`config.mk`:
```
export PLATFORM = sky130hd
export DESIGN_NAME = avg_ram_arb
export DESIGN_NICKNAME = d
export VERILOG_FILES = /design/src/rtl/avg_ram_pkg.sv /design/src/rtl/avg_ram_ptrs.sv /design/src/rtl/avg_ram_arb.sv
export SDC_FILE = /design/constraint.sdc
export NUM_CORES = 1
export LEC_CHECK = 0
export ABC_CLOCK_PERIOD_IN_PS = 3650
export CAP_MARGIN = 30
export CORE_MARGIN = 2
export CORE_UTILIZATION = 30
export DETAILED_ROUTE_END_ITERATION = 10
export PLACE_DENSITY = 0.6
export SETUP_SLACK_MARGIN = 0.02
export SLEW_MARGIN = 20
export SYNTH_ARGS = -nofsm -noshare
export SYNTH_HDL_FRONTEND = slang
export SYNTH_SLANG_ARGS = --single-unit
export TNS_END_PERCENT = 1
```
`constraint.sdc`:
```
create_clock -name clk -period 3.65 [get_ports clk]
set_input_delay 0.9125 -clock clk [delete_from_list [all_inputs] [get_ports clk]]
set_output_delay 0.9125 -clock clk [all_outputs]
set_load 0.01 [all_outputs]
```
`src/rtl/avg_ram_pkg.sv`:
```
// Shared types and default sizing for the averager sample-RAM arbiter.
package avg_ram_pkg;

    localparam int AW_DEF         = 4;
    localparam int DW_DEF         = 8;
    localparam int STARVE_MAX_DEF = 3;

    // Which requester owns the RAM port this cycle.
    typedef enum logic [1:0] {
        ARB_IDLE = 2'd0,
        ARB_WR   = 2'd1,
        ARB_RD   = 2'd2
    } arb_state_t;

endpackage

```
`src/rtl/avg_ram_ptrs.sv`:
```
// Circular-buffer bookkeeping: write/read pointers, occupancy and flags.
// Pointers wrap naturally because DEPTH is a power of two.
module avg_ram_ptrs #(
    parameter int AW = 4
) (
    input  logic          clk,
    input  logic          reset_n,
    input  logic          inc_wr,
    input  logic          inc_rd,
    output logic [AW-1:0] wr_ptr,
    output logic [AW-1:0] rd_ptr,
    output logic [AW:0]   count,
    output logic          full,
    output logic          empty
);

    localparam logic [AW:0] DEPTH_C = {1'b1, {AW{1'b0}}};

    logic [AW-1:0] wr_ptr_q, wr_ptr_d;
    logic [AW-1:0] rd_ptr_q, rd_ptr_d;
    logic [AW:0]   count_q,  count_d;

    // Advance pointers and occupancy on the strobes; only one access per cycle.
    always_comb begin
        wr_ptr_d = wr_ptr_q;
        rd_ptr_d = rd_ptr_q;
        count_d  = count_q;
        if (inc_wr) begin
            wr_ptr_d = wr_ptr_q + AW'(1);
        end
        if (inc_rd) begin
            rd_ptr_d = rd_ptr_q + AW'(1);
        end
        if (inc_wr && !inc_rd) begin
            count_d = count_q + (AW+1)'(1);
        end else if (inc_rd && !inc_wr) begin
            count_d = count_q - (AW+1)'(1);
        end
    end

    // State registers with asynchronous clear.
    always_ff @(posedge clk or negedge reset_n) begin
        if (!reset_n) begin
            wr_ptr_q <= '0;
            rd_ptr_q <= '0;
            count_q  <= '0;
        end else begin
            wr_ptr_q <= wr_ptr_d;
            rd_ptr_q <= rd_ptr_d;
            count_q  <= count_d;
        end
    end

    assign wr_ptr = wr_ptr_q;
    assign rd_ptr = rd_ptr_q;
    assign count  = count_q;
    assign full   = (count_q == DEPTH_C);
    assign empty  = (count_q == '0);

endmodule

```
`src/rtl/avg_ram_arb.sv`:
```
// Arbiter for the single-port sample RAM shared by the averager write path
// and the readout client. A grant decided in one cycle drives the RAM port
// from registers in the next; pointers and count move on the granting edge,
// so decisions made during a granted cycle already see the updated count.
module avg_ram_arb
    import avg_ram_pkg::*;
#(
    parameter int AW         = AW_DEF,
    parameter int DW         = DW_DEF,
    parameter int STARVE_MAX = STARVE_MAX_DEF
) (
    input  logic          clk,
    input  logic          reset_n,
    input  logic          wr_req,
    input  logic [DW-1:0] wr_data,
    input  logic          rd_req,
    input  logic          ovf_clr,
    input  logic [DW-1:0] ram_rdata,
    output logic [AW-1:0] ram_addr,
    output logic [DW-1:0] ram_wdata,
    output logic          ram_we,
    output logic          rd_gnt,
    output logic          rd_valid,
    output logic [DW-1:0] rd_data,
    output logic [AW:0]   count,
    output logic          full,
    output logic          empty,
    output logic          overflow
);

    localparam int          SW         = (STARVE_MAX < 1) ? 1 : $clog2(STARVE_MAX + 1);
    localparam logic [SW-1:0] STARVE_LIM = SW'(STARVE_MAX);

    arb_state_t    state_q, state_d;
    logic          wp_valid_q, wp_valid_d;
    logic [DW-1:0] wp_data_q, wp_data_d;
    logic [SW-1:0] starve_cnt_q, starve_cnt_d;
    logic          overflow_q, overflow_d;
    logic          rd_valid_q, rd_valid_d;
    logic [AW-1:0] ram_addr_q, ram_addr_d;
    logic [DW-1:0] ram_wdata_q, ram_wdata_d;

    logic [AW-1:0] wr_ptr, rd_ptr;
    logic          wr_elig, rd_elig, commit, rd_take, drop, discard;

    avg_ram_ptrs #(.AW(AW)) u_ptrs (
        .clk     (clk),
        .reset_n (reset_n),
        .inc_wr  (commit),
        .inc_rd  (rd_take),
        .wr_ptr  (wr_ptr),
        .rd_ptr  (rd_ptr),
        .count   (count),
        .full    (full),
        .empty   (empty)
    );

    // Arbitration, pending slot, starvation and overflow next-state logic.
    always_comb begin
        wr_elig = wp_valid_q && !full;
        rd_elig = rd_req && !empty;

        state_d = ARB_IDLE;
        if (wr_elig && rd_elig) begin
            state_d = (starve_cnt_q == STARVE_LIM) ? ARB_RD : ARB_WR;
        end else if (wr_elig) begin
            state_d = ARB_WR;
        end else if (rd_elig) begin
            state_d = ARB_RD;
        end

        commit  = (state_d == ARB_WR);
        rd_take = (state_d == ARB_RD);
        // A full buffer cannot take the pending average; it is thrown away.
        discard = wp_valid_q && full;
        drop    = wr_req && wp_valid_q && !commit;

        starve_cnt_d = starve_cnt_q;
        if (!rd_req || rd_take) begin
            starve_cnt_d = '0;
        end else if (wr_elig && rd_elig && commit && (starve_cnt_q != STARVE_LIM)) begin
            starve_cnt_d = starve_cnt_q + SW'(1);
        end

        wp_valid_d = wp_valid_q;
        wp_data_d  = wp_data_q;
        if (wr_req && (!wp_valid_q || commit)) begin
            wp_valid_d = 1'b1;
            wp_data_d  = wr_data;
        end else if (commit || discard) begin
            wp_valid_d = 1'b0;
        end

        // A new drop outranks a simultaneous clear.
        overflow_d = overflow_q;
        if (drop || discard) begin
            overflow_d = 1'b1;
        end else if (ovf_clr) begin
            overflow_d = 1'b0;
        end

        ram_addr_d  = ram_addr_q;
        ram_wdata_d = ram_wdata_q;
        if (commit) begin
            ram_addr_d  = wr_ptr;
            ram_wdata_d = wp_data_q;
        end else if (rd_take) begin
            ram_addr_d = rd_ptr;
        end

        rd_valid_d = (state_q == ARB_RD);
    end

    // State registers with asynchronous clear.
    always_ff @(posedge clk or negedge reset_n) begin
        if (!reset_n) begin
            state_q      <= ARB_IDLE;
            wp_valid_q   <= 1'b0;
            wp_data_q    <= '0;
            starve_cnt_q <= '0;
            overflow_q   <= 1'b0;
            rd_valid_q   <= 1'b0;
            ram_addr_q   <= '0;
            ram_wdata_q  <= '0;
        end else begin
            state_q      <= state_d;
            wp_valid_q   <= wp_valid_d;
            wp_data_q    <= wp_data_d;
            starve_cnt_q <= starve_cnt_d;
            overflow_q   <= overflow_d;
            rd_valid_q   <= rd_valid_d;
            ram_addr_q   <= ram_addr_d;
            ram_wdata_q  <= ram_wdata_d;
        end
    end

    assign ram_we    = (state_q == ARB_WR);
    assign rd_gnt    = (state_q == ARB_RD);
    assign ram_addr  = ram_addr_q;
    assign ram_wdata = ram_wdata_q;
    assign rd_valid  = rd_valid_q;
    assign rd_data   = ram_rdata;
    assign overflow  = overflow_q;

endmodule

```
==> Yosys cells after proc, flatten, opt, wreduce, memory -nomap -nowiden <==
Cells that the tools add are included.
{ "classes": {"add_sub_neg": 5, "mul": 0, "div": 0, "magnitude_cmp": 0, "n_eq_ne": 7, "shifts": 0, "mux": 14, "bitwise_logic": 0, "reduce_logical": 27} }
{ "op_table": {"columns": ["op", "count"], "rows": [
  ["$mux W2", 6],
  ["$logic_and A1 B1 Y1", 11],
  ["$mux W5", 2],
  ["$reduce_bool A2 Y1", 5],
  ["$add A4 B1 Y4 const B", 2],
  ["$mux W4", 2],
  ["$eq A2 B2 Y1 const B", 3],
  ["$logic_not A1 Y1", 6],
  ["$add A5 B1 Y5 const B", 1],
  ["$eq A5 B5 Y1 const B", 1],
  ["$logic_not A5 Y1", 1],
  ["$sub A5 B1 Y5 const B", 1],
  ["$eq A2 B1 Y1 const B", 2],
  ["$logic_or A1 B1 Y1", 4],
  ["$mux W1", 4],
  ["$add A2 B1 Y2 const B", 1],
  ["$ne A2 B2 Y1 const B", 1]
]} }
{ "totals": {"register_bits": 40, "latch_bits": 0, "ram_bits": 0, "mem_bits_ro": 0, "in_bits": 21, "word_cells": 64, "n_memories": 0} }

==> Longest topological paths before layout <==
Gate-level depths: netlist (run 1).
{ "logic_depth": {"ltp_word": 11, "depth_mapped": 11, "ltp_nobuf": 9} }

==> Hierarchy <==
Synthesis (run 1) repeated with hierarchy kept, for this count alone.
{ "hier_totals": {"hier_cells": 156, "area_unflattened_um2": 1955.6} }
{ "modules_own_cells": {"columns": ["mod", "instances", "cells_per_inst", "area_each_um2", "seq_area_each_um2"], "rows": [
  ["avg_ram_arb", 1, 92, 1232.4, 675.6],
  ["avg_ram_ptrs", 1, 64, 723.2, 325.3]
]} }

==> Worst setup path before layout (run 1) <==
OpenSTA, ideal clock, no wires.
{ "synth_path": {"path_kind": "reg-to-reg", "startpoint": "reg u_ptrs.count_q[0], in the netlist u_ptrs.count[0]", "endpoint": "reg u_ptrs.count_q[4], in the netlist u_ptrs.count[4]", "arrival_time_ps": 2824, "t_required_ps": 3570, "path_slack_ps": 746, "path_stages_with_launch": 12, "path_buffers": 2, "synth_period_minus_slack_ps": 2904, "path_cell_list": "dfrtp_1 > or3_1 > or3_1 > buf_6 > a31oi_4 > buf_8 > inv_1 > ha_1 > a21o_1 > a21oi_1 > mux2i_1 > xnor2_1"} }
{ "synth_between": {"word_cells_on_any_way": 21, "classes_between": "add/sub (2); eq/ne (3); mux (5); reduce/logical (11)"} }
{ "synth_rtl": {"columns": ["element", "line", "rtl"], "rows": [
  ["start: declaration", "avg_ram_ptrs.sv:21", "logic [AW:0] count_q, count_d;"],
  ["start signal: assignment", "avg_ram_ptrs.sv:50", "count_q <= count_d;"],
  ["$eq A5 B5 Y1 or $logic_not A5 Y1 (tied branches)", "avg_ram_ptrs.sv:57, avg_ram_ptrs.sv:58", null],
  ["$logic_not A1 Y1 (on tied branches)", "avg_ram_arb.sv:60, avg_ram_arb.sv:61", null],
  ["$logic_and A1 B1 Y1 (on tied branches)", "avg_ram_arb.sv:60, avg_ram_arb.sv:61", null],
  ["$mux W2 or $logic_and A1 B1 Y1 (tied branches)", "avg_ram_arb.sv:66, avg_ram_arb.sv:64", null],
  ["$mux W2 (*)", "avg_ram_arb.sv:64", "if (wr_elig && rd_elig) begin"],
  ["named net state_d[0]", "avg_ram_arb.sv:34", "arb_state_t state_q, state_d;"],
  ["$eq A2 B2 Y1 or $eq A2 B1 Y1 (tied branches)", "avg_ram_arb.sv:73, avg_ram_arb.sv:72", null],
  ["$logic_not A1 Y1 (on tied branches)", "avg_ram_ptrs.sv:34, avg_ram_ptrs.sv:36", null],
  ["$logic_and A1 B1 Y1 (on tied branches)", "avg_ram_ptrs.sv:34, avg_ram_ptrs.sv:36", null],
  ["$mux W5 or $reduce_bool A2 Y1 (tied branches)", null, null]
]} }
The timed path passes the listed nets; every way through them passes the cells marked *. The select of a mux whose other input is x is not followed.
A chain may end at the register's enable or synchronous reset.

==> Final worst setup path (run 1) <==
{ "layout_path": {"startpoint": "reg u_ptrs.count_q[0], in the netlist u_ptrs.count[0]", "endpoint": "out empty"} }
{ "layout_between": {"elab_chain_len": 1} }
{ "layout_rtl": {"columns": ["element", "line", "rtl"], "rows": [
  ["$logic_not A5 Y1", "avg_ram_ptrs.sv:58", "assign empty = (count_q == '0);"],
  ["end: declaration", "avg_ram_arb.sv:27", "output logic empty,"]
]} }
No other way between the ends.

==> results of run 1 <==
metal layers:
metal	part of all wire	global-route usage	up-vias
met5	0	0	-
met2	0.48	0.169	29
met3	0.051	0.0348	2
li1	-	-	553
met4	0.0079	0.0393	0
met1	0.46	0.121	559
kinds of logic after synthesis:
family | Yosys count | share of synthesized area
simple gates | 27 | 0.0778
buf+inv | 21 | 0.0710
fa+ha+maj | 7 | 0.0514
mux | 20 | 0.120
compound gates | 21 | 0.0872
xor+xnor | 10 | 0.0514
flops | 40 | 0.541
power breakdown:
part,switching (mW),internal [mW]
combinational,0.320,0.444
clock,0.148,0.223
sequential,0.143,0.622
total,0.611,1.29
sequential cells by signal, indices dropped and copies added, names as in the netlist, 2 cells and up:
signal         flops
ram_addr           4
ram_wdata          8
starve_cnt_q       2
state_q            2
u_ptrs.count       5
u_ptrs.rd_ptr      4
u_ptrs.wr_ptr      4
wp_data_q          8
cell type report:
type | count | share of cell area
inverter | 8 | 0.0128
tap | 75 | 0.0401
clock inverter | 2 | 0.0166
timing repair buffer | 37 | 0.160
clock buffer | 6 | 0.0353
sequential | 40 | 0.428
multi-input combinational | 85 | 0.307
per-stage QoR:
stage | util | hold WS [ns] | instances | total power, mW
6_report | 0.392 | 0.428 | 253 | 1.90
2_1_floorplan | - | 0.443 | 146 | 1.24
3_5_place_dp | 0.369 | 0.422 | 244 | 1.55
5_1_grt | 0.392 | 0.461 | 253 | 2.05
4_1_cts | 0.389 | 0.432 | 252 | 1.93
3_3_place_gp | 0.369 | 0.417 | 244 | 1.54
path summary, 6_finish.rpt:
path,to,startpoint,slack [ns]
worst max-delay path,empty,u_ptrs.count[0],0.43
worst min-delay path,rd_valid,state_q[0],0.43
worst max register to register,u_ptrs.count[4],u_ptrs.count[0],0.92
worst min register to register,rd_valid,state_q[0],0.43
max in group asynchronous,u_ptrs.count[3],reset_n,2.76
min in group asynchronous,u_ptrs.count[1],reset_n,0.47
cell usage after synthesis (2+ instances only):
cell type	instances
dfrtp_1	40
mux2_2	18
nand2_1	13
buf_4	8
inv_1	8
ha_1	6
xnor2_1	5
a22oi_1	4
xor2_1	4
a21oi_1	3
buf_2	3
nor2b_1	3
o21ai_0	3
a21o_1	2
mux2i_1	2
nand3_1	2
nor2_1	2
or3_1	2
worst max-delay path, stage by stage, from the launching register on:
cell and delay, ns:
dfrtp_1 0.43, or3_1 0.42, or3_1 0.46, inv_1 0.16, clkdlybuf4s50_1 0.55
==> results.cfg, run 1 <==
[run_status]
status = finished clean

[detailed_routing]
drt_iter0_drc = 40
routed_wl_um = 3180
drc = 0
vias = 1143
detail-route-antenna-nets = 0
vias_per_cell = 4.52
firstDrtPassIters = 3
wl_per_cell_um = 12.6

[yosys]
ys_seq_area_frac = 0.541
synth_cell_type_count = 36
ys_ff_latch = 40
yosysWarnings = 0
synth_edf_count = 0
synth_top_area_share = 0.541
synth_cells = 146
async_flop_share = 1.00
netlist.top_cell.by_area = dfrtp_1
yosys-top-cells-area = dfrtp_1 (54%), mux2_2 (11%), ha_1 (4.1%)
syn_nets = 174
mappedNetlistArea_um2 = 1850
ys.flop_type = dfrtp_1
syn_area_per_cell_um2 = 12.7

[timing]
fin_skew_ns = 0.00651
min_period_over_period = 0.881
final.setup.tns_ns = 0
slew_headroom = 0.634
fin_crit_ns = 3.22
finalHoldViolations = 0
max_freq_ghz = 0.311
layout_setup_ws_ns = 0.435
tightest_slew_ns = 0.545
setup_viol = 0
rsz0062_at_grt = false
final_max_slew_viol_count = 0

[global_routing]
grt_pass1_vias = 1144
grt.total_usage = 0.102
overflow = 0
grt_first_pass_wirelength_um = 5140
grt_max_degree = 41
antenna_found_initial = 0

[die]
die_area_um2 = 6810
core_um2 = 5960
rows = 28
initial_core_util = 0.311
die_width_um = 82.5
ios = 52
die_y_um = 82.5

[clocking]
clock_path_buffers = 2
clock-sinks = 40
ctsHtreeMaxLevel = 2
cts-resized-gates = 0
clock-root-buffer = clkbuf_8
clk_latency_ns = 0.28
holdBufCountCts = 0
cts_tree = yes
postCtsSetupBuffers = 0
cts_buffers = 5
path_clk_slew_ns = 0.07

[pwr]
cellPowerDensity_nw_per_um2 = 813
ir_drop_mv = 0.363
p_leak_nw = 1.03

[hold_path]
worstHoldPathCells = 1
min_path_type = flip-flop to flip-flop

[critical_path]
r2r_cells = 9
critPathRequiredTime_ns = 2.74
path_max_fanout = 7
cp-start-kind = flip-flop
end_kind = primary output
crit_arrival_ns = 2.30
crit_type = flip-flop to primary output

[finish]
stdcell_area_um2 = 2340
final_nets = 205
area.sequential_um2 = 1000
final_cell_mix = dfrtp_1 (40), clkdlybuf4s50_1 (34), mux2_2 (18)
fillerInstances = 580
antenna_cells = 0
area_growth_pct = 26.3
final_common_cell = dfrtp_1
multi_input_area_um2 = 718
drive_above_1_share = 0.197

[place]
dpl.hpwl_um = 2260
portBuffers = 35
pre_cts_ws_ns = 0.739
routabilityCongestion = 0.731
place_area_um2 = 2200

[job]
cap_violations = 0
(Power assumes the default switching activity.)
==> inputs of run 2 (changes only) <==
--- a/config.mk
+++ b/config.mk
@@ -10,6 +10,7 @@
 export CORE_MARGIN = 2
 export CORE_UTILIZATION = 30
 export DETAILED_ROUTE_END_ITERATION = 10
+export MAX_ROUTING_LAYER = met4
 export PLACE_DENSITY = 0.6
 export SETUP_SLACK_MARGIN = 0.02
 export SLEW_MARGIN = 20
==> results.cfg, run 2 (same netlist as run 1, synthesis figures left out) <==
[run_status]
status = finished clean

[clocking]
cts_tree = yes
clock_path_buffers = 2
clock-sinks = 40
cts-resized-gates = 0
ctsHtreeMaxLevel = 2
clock-root-buffer = clkbuf_8
clk_latency_ns = 0.28
holdBufCountCts = 0
cts_buffers = 5
path_clk_slew_ns = 0.07
postCtsSetupBuffers = 0

[hold_path]
min_path_type = flip-flop to flip-flop
hold_start = state_q[0]

[detailed_routing]
vias = 1141
drc = 0
detail-route-antenna-nets = 0
vias_per_cell = 4.51
drt_iter0_drc = 39
firstDrtPassIters = 3
routed_wl_um = 3170
wl_per_cell_um = 12.5

[pwr]
cellPowerDensity_nw_per_um2 = 813
ir_drop_mv = 0.363
p_leak_nw = 1.03

[timing]
setup_viol = 0
tightest_slew_ns = 0.545
fin_skew_ns = 0.00654
fin_crit_ns = 3.22
final_max_slew_viol_count = 0
final.setup.tns_ns = 0
min_period_over_period = 0.881
finalHoldViolations = 0
max_freq_ghz = 0.311
slew_headroom = 0.634
rsz0062_at_grt = false

[critical_path]
critPathRequiredTime_ns = 2.74
crit_type = flip-flop to primary output
cp_cell_sequence = or3_1 > or3_1 > inv_1 > clkdlybuf4s50_1
crit_top_cell = or3_1
crit_start = u_ptrs.count[0]
max_stage_delay_ns = 0.55
cp-start-kind = flip-flop
r2r_start = u_ptrs.count[0]
cp_slowest_cell = clkdlybuf4s50_1
end_kind = primary output
path_max_fanout = 7
crit_arrival_ns = 2.30
r2r_setup_slack_ns = 0.92

[place]
portBuffers = 35
dpl.hpwl_um = 2260
routabilityCongestion = 0.740
place_area_um2 = 2200

[global_routing]
overflow = 0
antenna_found_initial = 0
grt_first_pass_wirelength_um = 5150
grt.total_usage = 0.105
grt_pass1_vias = 1142
grt_max_degree = 41

[die]
initial_core_util = 0.311
rows = 28
die_area_um2 = 6810
core_um2 = 5960
die_width_um = 82.5
ios = 52
die_y_um = 82.5

[finish]
final_common_cell = dfrtp_1
final_cell_mix = dfrtp_1 (40), clkdlybuf4s50_1 (34), mux2_2 (18)
multi_input_area_um2 = 718
final_nets = 205
stdcell_area_um2 = 2340
fillerInstances = 580
area_growth_pct = 26.3
area.sequential_um2 = 1000
drive_above_1_share = 0.197
antenna_cells = 0

[job]
cap_violations = 0
-- run 2: through the flow --
stage	power [mW]	hold slack, ns	util	setup slack [ns]	instances
final	1.90	0.428	0.392	0.435	253
after CTS	1.93	0.432	0.389	0.424	252
after floorplan	1.24	0.443	-	0.746	146
after detailed placement	1.55	0.422	0.369	0.739	244
after global placement	1.54	0.417	0.369	0.780	244
after global routing	2.05	0.461	0.392	0.310	253
-- run 2: critical path, delay by kind of cell, from the launching register on --
kind,cells,cell delay [ns]
buffers and inverters,2,0.71
flip-flops,1,0.43
AND/OR/NAND/NOR,2,0.88
-- run 2: power breakdown --
part	internal [mW]	leakage [nW]	total (mW)	switching [mW]
Sequential	0.622	0.478	0.765	0.143
Combinational	0.444	0.495	0.764	0.320
Clock	0.223	0.0614	0.371	0.148
-- run 2: worst paths after layout --
check | endpoint | cells past startpoint
max reg2reg | u_ptrs.count[4] | 9
min reg2reg | rd_valid | 1
max in group asynchronous | u_ptrs.count[3] | 2
min | rd_valid | 1
max | empty | 4
min in group asynchronous | u_ptrs.count[1] | 1
-- run 2: cell type report --
| cell class | count | share of cell area |
|---|---|---|
| multi-input combinational | 85 | 0.307 |
| timing repair buffer | 37 | 0.160 |
| clock buffer | 6 | 0.0353 |
| sequential | 40 | 0.428 |
| tap | 75 | 0.0401 |
| inverter | 8 | 0.0128 |
| clock inverter | 2 | 0.0166 |
-- run 2: metal layers --
layer | up-vias | global-route usage | wire length [um]
li1 | 553 | - | -
met1 | 557 | 0.122 | 1460
met2 | 29 | 0.169 | 1530
met3 | 2 | 0.0348 | 164
met4 | 0 | 0.0393 | 22
met5 | - | - | 0
==> inputs of run 3 (changes only) <==
--- a/config.mk
+++ b/config.mk
@@ -9,6 +9,7 @@
 export CAP_MARGIN = 30
 export CORE_MARGIN = 2
 export CORE_UTILIZATION = 30
+export CTS_CLUSTER_DIAMETER = 120
 export DETAILED_ROUTE_END_ITERATION = 10
 export MAX_ROUTING_LAYER = met4
 export PLACE_DENSITY = 0.6
==> results of run 3 <==
Same layout as run 2: the final DEF is identical, and so are final timing and power.
